[src/rtl/mem_bus_ctrl.sv]
// Registered valid/ready bus controller between the 6502 core and the synchronous 64KB memory block.
// Optional write protection above ROM_BASE is compiled in with `define MEM_BUS_ROM_PROTECT_EN.
module mem_bus_ctrl #(
    parameter int unsigned READ_LATENCY = 1,
    parameter logic [15:0] ROM_BASE     = 16'hE000
) (
    input  logic        clk,
    input  logic        reset,
    input  logic        req_valid,
    input  logic        req_write,
    input  logic [15:0] req_addr,
    input  logic [7:0]  req_wdata,
    output logic        req_ready,
    output logic        rsp_valid,
    output logic [7:0]  rsp_data,
    output logic        wr_fault,
    output logic        mem_en,
    output logic        mem_we,
    output logic [15:0] mem_addr,
    output logic [7:0]  mem_din,
    input  logic [7:0]  mem_dout
);

    localparam int unsigned CNT_W = 4;

    typedef enum logic [2:0] {
        IDLE    = 3'd0,
        ISSUE   = 3'd1,
        WAIT    = 3'd2,
        CAPTURE = 3'd3,
        RESP    = 3'd4
    } state_t;

    state_t           state;
    state_t           state_nxt;
    logic [CNT_W-1:0] cnt;
    logic [CNT_W-1:0] cnt_nxt;
    logic             cap_write;
    logic             cap_prot;
    logic             accept_c;
    logic             prot_c;

    logic             ready_nxt;
    logic             rsp_valid_nxt;
    logic [7:0]       rsp_data_nxt;
    logic             wr_fault_nxt;
    logic             mem_en_nxt;
    logic             mem_we_nxt;
    logic [15:0]      mem_addr_nxt;
    logic [7:0]       mem_din_nxt;

    assign accept_c = req_valid && req_ready;

`ifdef MEM_BUS_ROM_PROTECT_EN
    assign prot_c = req_write && (req_addr >= ROM_BASE);
`else
    logic unused_rom_base;
    assign prot_c          = 1'b0;
    assign unused_rom_base = ^ROM_BASE;
`endif

    // State, latency counter and the attributes of the accepted request
    always_ff @(posedge clk) begin
        if (reset) begin
            state     <= IDLE;
            cnt       <= '0;
            cap_write <= 1'b0;
            cap_prot  <= 1'b0;
        end else begin
            state <= state_nxt;
            cnt   <= cnt_nxt;
            if (state == IDLE && accept_c) begin
                cap_write <= req_write;
                cap_prot  <= prot_c;
            end
        end
    end

    always_comb begin
        state_nxt = state;
        cnt_nxt   = cnt;
        case (state)
            IDLE: begin
                if (accept_c) state_nxt = ISSUE;
            end
            ISSUE: begin
                if (cap_write) begin
                    state_nxt = RESP;
                end else if (READ_LATENCY <= 1) begin
                    state_nxt = CAPTURE;
                end else begin
                    cnt_nxt   = CNT_W'(READ_LATENCY - 1);
                    state_nxt = WAIT;
                end
            end
            WAIT: begin
                cnt_nxt = cnt - CNT_W'(1);
                if (cnt <= CNT_W'(1)) state_nxt = CAPTURE;
            end
            CAPTURE: state_nxt = RESP;
            RESP:    state_nxt = IDLE;
            default: state_nxt = IDLE;
        endcase
    end

    // Outputs are registered, so their next values follow the state being entered
    always_comb begin
        ready_nxt     = (state_nxt == IDLE);
        rsp_valid_nxt = (state_nxt == RESP);
        rsp_data_nxt  = rsp_data;
        wr_fault_nxt  = 1'b0;
        mem_en_nxt    = 1'b0;
        mem_we_nxt    = 1'b0;
        mem_addr_nxt  = mem_addr;
        mem_din_nxt   = mem_din;
        if (state == IDLE && accept_c) begin
            mem_en_nxt   = !prot_c;
            mem_we_nxt   = req_write && !prot_c;
            mem_addr_nxt = req_addr;
            mem_din_nxt  = req_wdata;
        end
        if (state == CAPTURE) rsp_data_nxt = mem_dout;
        if (state == ISSUE && cap_write) begin
            rsp_data_nxt = 8'h00;
            wr_fault_nxt = cap_prot;
        end
    end

    always_ff @(posedge clk) begin
        if (reset) begin
            req_ready <= 1'b1;
            rsp_valid <= 1'b0;
            rsp_data  <= 8'h00;
            wr_fault  <= 1'b0;
            mem_en    <= 1'b0;
            mem_we    <= 1'b0;
            mem_addr  <= 16'h0000;
            mem_din   <= 8'h00;
        end else begin
            req_ready <= ready_nxt;
            rsp_valid <= rsp_valid_nxt;
            rsp_data  <= rsp_data_nxt;
            wr_fault  <= wr_fault_nxt;
            mem_en    <= mem_en_nxt;
            mem_we    <= mem_we_nxt;
            mem_addr  <= mem_addr_nxt;
            mem_din   <= mem_din_nxt;
        end
    end

endmodule
[config.mk]
export PLATFORM = sky130hd
export DESIGN_NAME = mem_bus_ctrl
export DESIGN_NICKNAME = d
export VERILOG_FILES = /design/src/rtl/mem_bus_ctrl.sv
export SDC_FILE = /design/constraint.sdc
export NUM_CORES = 1
export LEC_CHECK = 0
export CAP_MARGIN = 10
export CELL_PAD_IN_SITES_DETAIL_PLACEMENT = 0
export CELL_PAD_IN_SITES_GLOBAL_PLACEMENT = 1
export CORE_AREA = 2 2 108 68
export CTS_CLUSTER_DIAMETER = 120
export DETAILED_ROUTE_END_ITERATION = 7
export DIE_AREA = 0 0 110 70
export GPL_ROUTABILITY_DRIVEN = 0
export PLACE_DENSITY = 0.71
export SYNTH_ARGS = -nofsm -noshare
export SYNTH_HDL_FRONTEND = slang
export SYNTH_SLANG_ARGS = --single-unit
[constraint.sdc]
create_clock -name clk -period 1.9 [get_ports clk]
set_input_delay 0.38 -clock clk [delete_from_list [all_inputs] [get_ports clk]]
set_output_delay 0.38 -clock clk [all_outputs]
set_load 0.01 [all_outputs]
==> impl_results.md, run 1 <==
- Post CTS Setup Buffer Count: 0
- Post-synth EDFFs: 0
- Number of sinks driven by the clock tree: 44
- Synthesized netlist net count: 233
- Crit path launch type: flip-flop
- Overall power after layout: 3.38 mW
- Worst path arrival time: 1.23 ns
- H-tree depth: 2
- Outcome: complete, no violations
- Post-cts sizing count: 0
- Fraction of layout instances using a drive strength above 1: 8.27%
- Flip-flop and latch count after synthesis: 44
- Internal power summed over all cells: 2.21 mW
- Number of global-route vias before repair: 1567
- Number of buffers created by CTS: 5
- Maximum number of buffers from clock root to sink: 2
- Floorplan row count: 24
- Routed via count divided by cell count: 4.59
- Fin nets: 303
- Dominant synthesized flop cell: sky130_fd_sc_hd__dfxtp_1
- Count leader, synth: sky130_fd_sc_hd__dfxtp_1
- Initial Util: 25.0%
- Net switching power: 1.17 mW
- Number of routed nets with antenna violations: 0
- Final count of hold timing violations: 0
- Gr ovfl total: 0
- # diodes: 0
- Share of Yosys cell area claimed by the top area cell type: 51.3%
- Worst-Margin Slew: 0.598 ns
- First-pass GRT wire length: 7520 um
- Buffers plus inverters on the worst setup path: 1
- Wirelength per Cell: 13.8 um
- Die outline width: 110 um
- Highest net fanout along the worst path: 4
- Busiest grt layer: met1
- Most instantiated cells after synthesis: sky130_fd_sc_hd__dfxtp_1, sky130_fd_sc_hd__a21oi_1, sky130_fd_sc_hd__nand3_1, sky130_fd_sc_hd__o21ai_0, sky130_fd_sc_hd__nor2_1
- Hold Crit Depth: 2
- Estimated wirelength of the detail-placed design: 3400 um
- Cell family with the largest share of critical-path delay: buffers and inverters
- GR met2 Demand/Resource: 17.3%
- Clock Tree Root: sky130_fd_sc_hd__clkbuf_8
- Combinational Power Share: 39.7%
- Area of the die: 7700 um^2
- Critical register-to-register path startpoint: state[0]
- Buffers on Ports: 71
- Class of the tightest hold or removal check: reg2reg
- Final Slew Violations: 0
- Worst-path cell chain: clkdlybuf4s50_1
- Synth Instances: 195
- Most area-consuming cells after synthesis: sky130_fd_sc_hd__dfxtp_1, sky130_fd_sc_hd__a21oi_1, sky130_fd_sc_hd__nand3_1
- Grt met3 use: 5.42%
- Slowest cell on crit path: sky130_fd_sc_hd__clkdlybuf4s50_1
- Post-Synthesis Cell Area: 1720 um^2
- Worst reg2reg path depth: 3
- Filler Cells Inserted: 701
- Placeable core region: 6880 um^2
- Switching power as a share of total power: 34.5%
- Layout-stage area growth over the synthesis result: 55.1%
- Terminus of the critical flop-to-flop path: state[0]
- Clk network pwr share: 22.9%
- Sequential fraction of the synthesis area: 51.3%
- Share of the cycle needed by the critical path after routing: 84.7%
- Sequential group share of total power: 37.4%
- Library cell occupying the most area in the post-synthesis netlist: sky130_fd_sc_hd__dfxtp_1
- WHS Endpoint: mem_din[2]
- Largest net degree at the start of global routing: 26
- Number of remaining DRC errors: 0
- Number of antenna violations at the first check in global routing: 0
- Clock transition at the register clock pins on the worst setup and hold paths after CTS: 0.09 ns
- Met1 capacity usage during global routing: 18.5%
- Hold Buf Count CTS: 0
- Relative slew margins: 60.0%
- Cell variety after synth: 29
- Delay of the slowest cell on the worst path: 0.55 ns
- Count of routing violations after the opening detailed-route iteration: 77
- FMAX: 0.622 GHz
- Async S/R FF share, synth: 0%
- Worst Path Required: 1.52 ns
- Number of warnings reported in the yosys synthesis log: 0
- GRT Util Overall: 12.8%
- Power density over the cells: 1270 nW/um^2
- Num ports: 73
- First drt pass iteration count: 4
- Total via count after detailed routing: 1640
- Kind of end point of the critical path: output pin
- Critical path type: reg2out
- Clock skew after layout: 0.00955 ns
- Setup Viol. Count Final: 0
- Latest clock arrival within the worst-skew pair: 0.30 ns
- Unrepaired setup endpoints after global routing: no
- Synthesized area per cell: 8.81 um^2
- Count of maximum capacitance violations: 0
- Post-Route Hold Slack: 0.482 ns
- Final Util: 38.7%
- Final setup TNS: 0 ns
- Leak: 0.991 nW
- Final routed wirelength across all metal layers: 4910 um
- VDD IR max: 0.000415 V
- Source of the worst hold timing path: mem_din[2]
- TritonCTS clock tree: yes
- Flop-to-flop setup slack: 0.32 ns
- Final period demand of the worst path: 1.61 ns
- Die Ht: 70 um
## cell families (layout without fill, tap and decap cells)
| logic type | Yosys count | after routing | share of synthesized area, % |
|---|---|---|---|
| compound gates | 59 | 59 | 18.3 |
| simple gates | 56 | 56 | 17.0 |
| flops | 44 | 44 | 51.3 |
| buf+inv | 23 | 94 | 5.97 |
| mux | 10 | 10 | 5.83 |
| fa+ha+maj | 2 | 2 | 1.46 |
| other cells | 1 | 1 | 0.218 |
## layout make-up
type / count / area (um^2) / area share, %
multi-input cells: 128 / 734 / 27.6
clock buffers: 6 / 82.6 / 3.10
well taps: 91 / 114 / 4.27
inverters: 6 / 22.5 / 0.845
flip-flops and latches: 44 / 881 / 33.1
repair buffers: 80 / 791 / 29.7
clock inverters: 2 / 38.8 / 1.46
## registers in the layout (all words and copies together), names as in the netlist
| signal | flops |
|---|---|
| mem_addr | 16 |
| mem_din | 8 |
| rsp_data | 8 |
| cnt | 4 |
| state | 3 |
| cap_write | 1 |
| mem_en | 1 |
| mem_we | 1 |
| req_ready | 1 |
| rsp_valid | 1 |
## power groups by stage
stage / Clock [mW] / Combinational [mW] / Sequential, mW
finish: 0.773 / 1.34 / 1.26
global route: 0.830 / 1.48 / 1.29
CTS: 0.803 / 1.35 / 1.27
detailed placement: 0 / 1.35 / 1.28
global placement: 0 / 1.34 / 1.29
floorplan: 0 / 0.710 / 1.31
## routing by layer
layer,wire length (um),vias to the layer above,part of all wire [%]
met5,0,-,0
met4,27,0,0.55
met3,542,5,11
met2,1910,76,39
met1,2430,735,50
li1,-,824,-
## how the worst max path moves through the flow
stage,startpoint,to,slack (ns),cells past startpoint
after floorplan,state[0],state[0],0.44,4
after global placement,req_valid,mem_addr[7],0.28,5
after detailed placement,req_valid,mem_din[6],0.24,5
after CTS,req_ready,req_ready,0.27,1
after global routing,state[0],state[0],0.24,3
final,req_ready,req_ready,0.29,1
## through the flow
step                area [um^2]  instances  worst slack [ns]
finish                     2660        357             0.292
global route               2660        357             0.241
CTS                        2660        357             0.267
detailed placement         2540        349             0.241
global placement           2540        349             0.276
floorplan                  1720        195             0.436
## placed cells by master, fill, tap and decap left out
master                            instances
sky130_fd_sc_hd__buf_12                   1
sky130_fd_sc_hd__nand3_1                 26
sky130_fd_sc_hd__mux2i_1                 10
sky130_fd_sc_hd__nand4bb_1                1
sky130_fd_sc_hd__or3_2                    1
sky130_fd_sc_hd__buf_4                    8
sky130_fd_sc_hd__o2bb2ai_1                1
sky130_fd_sc_hd__a21oi_1                 28
sky130_fd_sc_hd__or4_1                    1
sky130_fd_sc_hd__conb_1                   1
sky130_fd_sc_hd__or3b_4                   1
sky130_fd_sc_hd__a211oi_1                 1
sky130_fd_sc_hd__bufinv_16                1
sky130_fd_sc_hd__clkinv_1                 1
sky130_fd_sc_hd__ha_1                     2
sky130_fd_sc_hd__nor3b_1                  2
sky130_fd_sc_hd__and4bb_2                 1
sky130_fd_sc_hd__nor3_1                   5
sky130_fd_sc_hd__nand2_1                  5
sky130_fd_sc_hd__o21ai_0                 26
sky130_fd_sc_hd__nor2_1                  12
sky130_fd_sc_hd__a41o_2                   1
sky130_fd_sc_hd__a31o_2                   1
sky130_fd_sc_hd__clkdlybuf4s50_1         71
sky130_fd_sc_hd__dfxtp_1                 44
sky130_fd_sc_hd__clkbuf_8                 6
sky130_fd_sc_hd__clkinv_4                 1
sky130_fd_sc_hd__nand3b_1                 1
sky130_fd_sc_hd__a21o_1                   1
sky130_fd_sc_hd__inv_1                    5
Note: power is estimated with default switching activity, not from simulation.
==> run 2: changes to the inputs <==
- clock period: 1.9 -> 1.56 ns (I/O delays scaled with it)
==> impl_results.md, run 2 (synthesis gave the netlist of run 1 again) <==
- Final routed wirelength across all metal layers: 4830 um
- Fin nets: 308
- Worst-path cell chain: clkdlybuf4s50_1
- Final count of hold timing violations: 0
- Number of remaining DRC errors: 0
- Largest registers ranked by flip-flop count: mem_addr: 16 flops, mem_din: 8 flops, rsp_data: 8 flops
- Power density over the cells: 1540 nW/um^2
- Setup Viol. Count Final: 0
- Final Slew Violations: 0
- Class of the tightest hold or removal check: reg2reg
- Initial Util: 25.0%
- Number of sinks driven by the clock tree: 44
- First drt pass iteration count: 4
- H-tree depth: 2
- Maximum number of buffers from clock root to sink: 2
- Clock transition at the register clock pins on the worst setup and hold paths after CTS: 0.09 ns
- Kind of end point of the critical path: output pin
- FMAX: 0.656 GHz
- Depth of the critical timing path with buffers and inverters included: 1
- Routed via count divided by cell count: 4.56
- Final setup slack of the worst path: 0.0366 ns
- Internal power summed over all cells: 2.79 mW
- GRT Util Overall: 12.5%
- Crit path to: mem_addr[12]
- Cell family with the largest share of critical-path delay: buffers and inverters
- # diodes: 0
- Largest net degree at the start of global routing: 32
- Number of antenna violations at the first check in global routing: 0
- Latest clock arrival within the worst-skew pair: 0.29 ns
- Estimated wirelength of the detail-placed design: 3300 um
- Layout-stage area growth over the synthesis result: 58.9%
- Buffers plus inverters on the worst setup path: 1
- Count of maximum capacitance violations: 0
- Flop-to-flop setup slack: 0.12 ns
- Highest net fanout along the worst path: 2
- Number of routed nets with antenna violations: 0
- Commonest non-fill, non-tap cell in the layout: sky130_fd_sc_hd__clkdlybuf4s50_1
- Gr ovfl total: 0
- Sequential group share of total power: 36.0%
- Worst reg2reg path depth: 3
- Post-detailed-placement cell area: 2590 um^2
- Fraction of layout instances using a drive strength above 1: 10.3%
- Commonest cells after routing, fill and taps aside: sky130_fd_sc_hd__clkdlybuf4s50_1, sky130_fd_sc_hd__dfxtp_1, sky130_fd_sc_hd__a21oi_1
- Die outline width: 110 um
- Total via count after detailed routing: 1652
- Outcome: complete, no violations
- Terminus of the critical flop-to-flop path: state[0]
- VDD IR max: 0.000558 V
- Die Ht: 70 um
- Worst Path Required: 1.25 ns
- Slowest cell on crit path: sky130_fd_sc_hd__clkdlybuf4s50_1
- Wirelength per Cell: 13.3 um
- Finished layout cell area: 2730 um^2
- Post CTS Setup Buffer Count: 0
- Origin of the worst setup path: mem_addr[12]
- Leak: 1.06 nW
- Combinational Power Share: 41.2%
- Crit path launch type: flip-flop
- First-pass GRT wire length: 7530 um
- Critical register-to-register path startpoint: state[0]
- Worst path arrival time: 1.21 ns
- Final period demand of the worst path: 1.52 ns
- Clk network pwr share: 22.9%
- Count of routing violations after the opening detailed-route iteration: 65
- Switching power as a share of total power: 33.5%
- Number of flip-flops under the largest register name: 16
- Worst-case setup slack after placement: -0.0319 ns
- Delay of the slowest cell on the worst path: 0.55 ns
- Placeable core region: 6880 um^2
- Register with the most flip-flops: mem_addr
- Number of buffers created by CTS: 5
- Clock Tree Root: sky130_fd_sc_hd__clkbuf_8
- Post-Route Hold Slack: 0.476 ns
- Num ports: 73
- Share of the cycle needed by the critical path after routing: 97.7%
- Buffers on Ports: 71
- Number of global-route vias before repair: 1495
- Floorplan row count: 24
- Filler Cells Inserted: 693
- Critical path type: reg2out
- Area of the die: 7700 um^2
- TritonCTS clock tree: yes
- Net switching power: 1.41 mW
- Clock skew after layout: 0.00473 ns
[run 2: worst min path at each step]
stage | from | end | slack [ns] | cells after the start
2_1_floorplan | mem_dout[0] | rsp_data[0] | 0.46 | 2
3_3_place_gp | mem_din[7] | mem_din[7] | 0.46 | 2
3_5_place_dp | mem_addr[8] | mem_addr[8] | 0.47 | 2
4_1_cts | mem_addr[8] | mem_addr[8] | 0.48 | 2
5_1_grt | mem_din[2] | mem_din[2] | 0.51 | 2
6_report | mem_addr[6] | mem_addr[6] | 0.48 | 2
[run 2: routing by layer]
metal  GRT usage [%]  up-vias  routed length, um
li1                -      836                  -
met1            18.7      753               2470
met2            15.9       61               1850
met3            5.70        2                487
met4            2.95        0                 13
met5               0        -                  0
[run 2: power by group through the flow]
stage          Combinational [mW]  Clock (mW)  Sequential, mW
6_report                     1.73       0.959            1.51
2_1_floorplan               0.865           0            1.60
5_1_grt                      1.91        1.03            1.54
4_1_cts                      1.74       0.987            1.51
3_3_place_gp                 1.72           0            1.53
3_5_place_dp                 1.73           0            1.53
[run 2: timing repair]
| action | in CTS | in global routing |
|---|---|---|
| hold buffers | 0 | 0 |
| resized for setup | 0 | 4 |
| endpoints found under the setup margin | 0 | 25 |
| endpoints found under the hold margin | 0 | 0 |
[run 2: through the flow]
step                setup TNS [ns]  cells  total power, mW  utilization, %
floorplan                        0    195             2.47               -
global placement                 0    354             3.25            37.7
detailed placement         -0.0597    354             3.26            37.7
CTS                              0    362             4.24            39.5
global route               -0.0119    362             4.47            39.7
finish                           0    362             4.19            39.7
[run 2: cell type report]
class | count | area, um^2 | share of cell area [%]
multi-input cells | 128 | 734 | 26.9
inverters | 6 | 26.3 | 0.962
clock buffers | 7 | 96.3 | 3.53
repair buffers | 85 | 848 | 31.1
clock inverters | 1 | 30.0 | 1.10
flip-flops and latches | 44 | 881 | 32.3
well taps | 91 | 114 | 4.17
==> run 3: changes to the inputs <==
--- a/config.mk
+++ b/config.mk
@@ -9,10 +9,10 @@
 export CELL_PAD_IN_SITES_DETAIL_PLACEMENT = 0
 export CELL_PAD_IN_SITES_GLOBAL_PLACEMENT = 1
-export CORE_AREA = 2 2 108 68
+export CORE_AREA = 2 2 101 64
 export CTS_CLUSTER_DIAMETER = 120
 export DETAILED_ROUTE_END_ITERATION = 7
-export DIE_AREA = 0 0 110 70
+export DIE_AREA = 0 0 103 66
 export GPL_ROUTABILITY_DRIVEN = 0
-export PLACE_DENSITY = 0.71
+export PLACE_DENSITY = 0.8
 export SYNTH_ARGS = -nofsm -noshare
 export SYNTH_HDL_FRONTEND = slang
==> constraint.sdc (replaced) <==
create_clock -name clk -period 1.56 [get_ports clk]
set_input_delay 0.312 -clock clk [delete_from_list [all_inputs] [get_ports clk]]
set_output_delay 0.312 -clock clk [all_outputs]
set_load 0.005 [all_outputs]
==> impl_results.md, run 3 (synthesis gave the netlist of run 1 again) <==
- Count of maximum capacitance violations: 0
- Net switching power: 1.33 mW
- Area of the die: 6800 um^2
- Internal power summed over all cells: 2.72 mW
- Worst path arrival time: 1.18 ns
- Setup Viol. Count Final: 0
- Final setup TNS: 0 ns
- H-tree depth: 2
- Crit path launch type: flip-flop
- Hold Crit Depth: 2
- Number of antenna violations at the first check in global routing: 0
- Highest net fanout along the worst path: 2
- Floorplan row count: 22
- Worst reg2reg path depth: 3
- Slowest cell on crit path: sky130_fd_sc_hd__clkdlybuf4s50_1
- Estimated wirelength of the detail-placed design: 3320 um
- Die outline width: 103 um
- Worst Path Required: 1.25 ns
- Clock transition at the register clock pins on the worst setup and hold paths after CTS: 0.08 ns
- Num ports: 73
- Number of sinks driven by the clock tree: 44
- Total via count after detailed routing: 1659
- TritonCTS clock tree: yes
- Final count of hold timing violations: 0
- Buffers on Ports: 71
- First-pass GRT wire length: 7420 um
- Final Slew Violations: 0
- Share of the cycle needed by the critical path after routing: 95.7%
- Switching power as a share of total power: 32.9%
- Final setup slack of the worst path: 0.0676 ns
- Initial Util: 29.2%
- Number of buffers created by CTS: 5
- Gr ovfl total: 0
- Kind of end point of the critical path: output pin
- Area used by multi-input combinational logic: 734 um^2
- Latest clock arrival within the worst-skew pair: 0.29 ns
- Buffers plus inverters on the worst setup path: 1
- Worst-path cell chain: clkdlybuf4s50_1
- Filler Cells Inserted: 572
- Cell family with the largest share of critical-path delay: buffers and inverters
- GRT Util Overall: 14.3%
- Count of routing violations after the opening detailed-route iteration: 78
- Relative slew margins: 63.8%
- Flop-to-flop setup slack: 0.14 ns
- Number of flip-flops under the largest register name: 16
- Power density over the cells: 1500 nW/um^2
- Sequential group share of total power: 37.6%
- Terminus of the critical flop-to-flop path: state[0]
- Final Util: 45.7%
- Fraction of layout instances using a drive strength above 1: 9.96%
- Class of the tightest hold or removal check: reg2reg
- VDD IR max: 0.000513 V
- Commonest non-fill, non-tap cell in the layout: sky130_fd_sc_hd__clkdlybuf4s50_1
- Number of global-route vias before repair: 1506
- Worst-Margin Slew: 0.541 ns
- Register with the most flip-flops: mem_addr
- Wirelength per Cell: 13.4 um
- Number of routed nets with antenna violations: 0
- Largest net degree at the start of global routing: 33
- Placeable core region: 5890 um^2
- Commonest cells after routing, fill and taps aside: sky130_fd_sc_hd__clkdlybuf4s50_1, sky130_fd_sc_hd__dfxtp_1, sky130_fd_sc_hd__a21oi_1
- # diodes: 0
- FF+latch area: 882 um^2
- Leak: 1.01 nW
- Critical path type: reg2out
- First drt pass iteration count: 4
- FMAX: 0.670 GHz
- Critical register-to-register path startpoint: state[0]
- Maximum number of buffers from clock root to sink: 2
- Outcome: complete, no violations
- Clock Tree Root: sky130_fd_sc_hd__clkbuf_8
- Source of the worst hold timing path: mem_addr[2]
- Largest registers ranked by flip-flop count: mem_addr: 16 flops, mem_din: 8 flops, rsp_data: 8 flops
- Final period demand of the worst path: 1.49 ns
- Combinational Power Share: 41.1%
- Post CTS Setup Buffer Count: 0
- Unrepaired setup endpoints after global routing: no
- Routed via count divided by cell count: 4.67
- Clk network pwr share: 21.3%
- Number of remaining DRC errors: 0
- Delay of the slowest cell on the worst path: 0.52 ns
- Die Ht: 66 um
- Fin nets: 308
- Layout-stage area growth over the synthesis result: 56.7%
- WHS Endpoint: mem_addr[2]
- Worst-case setup slack after placement: -0.0487 ns
- Final routed wirelength across all metal layers: 4770 um
- Clock skew after layout: 0.00674 ns
-- run 3: what timing repair did --
action | 4_1_cts | 5_1_grt
setup endpoints to repair | 0 | 1
hold buffers | 0 | 0
gates resized for setup | 0 | 1
hold endpoints to repair | 0 | 0
-- run 3: worst max path at each step --
stage	depth (start not counted)	slack, ns	startpoint	endpoint
after floorplan	4	0.1	state[0]	state[0]
after global placement	5	-0.005	req_valid	mem_addr[6]
after detailed placement	4	-0.05	req_valid	req_ready
after CTS	1	0.01	req_ready	req_ready
after global routing	1	0.02	mem_addr[8]	mem_addr[8]
final	1	0.07	mem_addr[8]	mem_addr[8]
-- run 3: layout make-up --
cell class | count | share of cell area [%]
Inverter | 6 | 0.836
Clock buffer | 6 | 2.70
Clock inverter | 2 | 1.30
Multi-Input combinational cell | 128 | 27.3
Sequential cell | 44 | 32.8
Tap cell | 84 | 3.90
Timing Repair Buffer | 85 | 31.2
-- run 3: power groups by stage --
stage	combinational, mW	sequential (mW)	clock, mW
finish	1.66	1.52	0.863
global placement	1.66	1.54	0
detailed placement	1.68	1.54	0
CTS	1.68	1.52	0.885
global route	1.85	1.55	0.933
floorplan	0.865	1.53	0
-- run 3: stage by stage --
| stage | area, um^2 | hold WS, ns | total power [mW] | instances |
|---|---|---|---|---|
| after floorplan | 1720 | 0.456 | 2.40 | 195 |
| after detailed placement | 2580 | 0.466 | 3.22 | 347 |
| final | 2690 | 0.478 | 4.05 | 355 |
| after global routing | 2690 | 0.502 | 4.33 | 355 |
| after global placement | 2580 | 0.461 | 3.20 | 347 |
| after CTS | 2690 | 0.478 | 4.09 | 355 |
-- run 3: metal layers --
layer | global-route usage (%) | routed length (um) | up-vias | share of wire [%]
met5 | 0 | 0 | - | 0
met4 | 2.96 | 28 | 0 | 0.59
met3 | 6.55 | 553 | 5 | 12
met2 | 18.8 | 1720 | 74 | 36
met1 | 20.9 | 2470 | 750 | 52
li1 | - | - | 830 | -
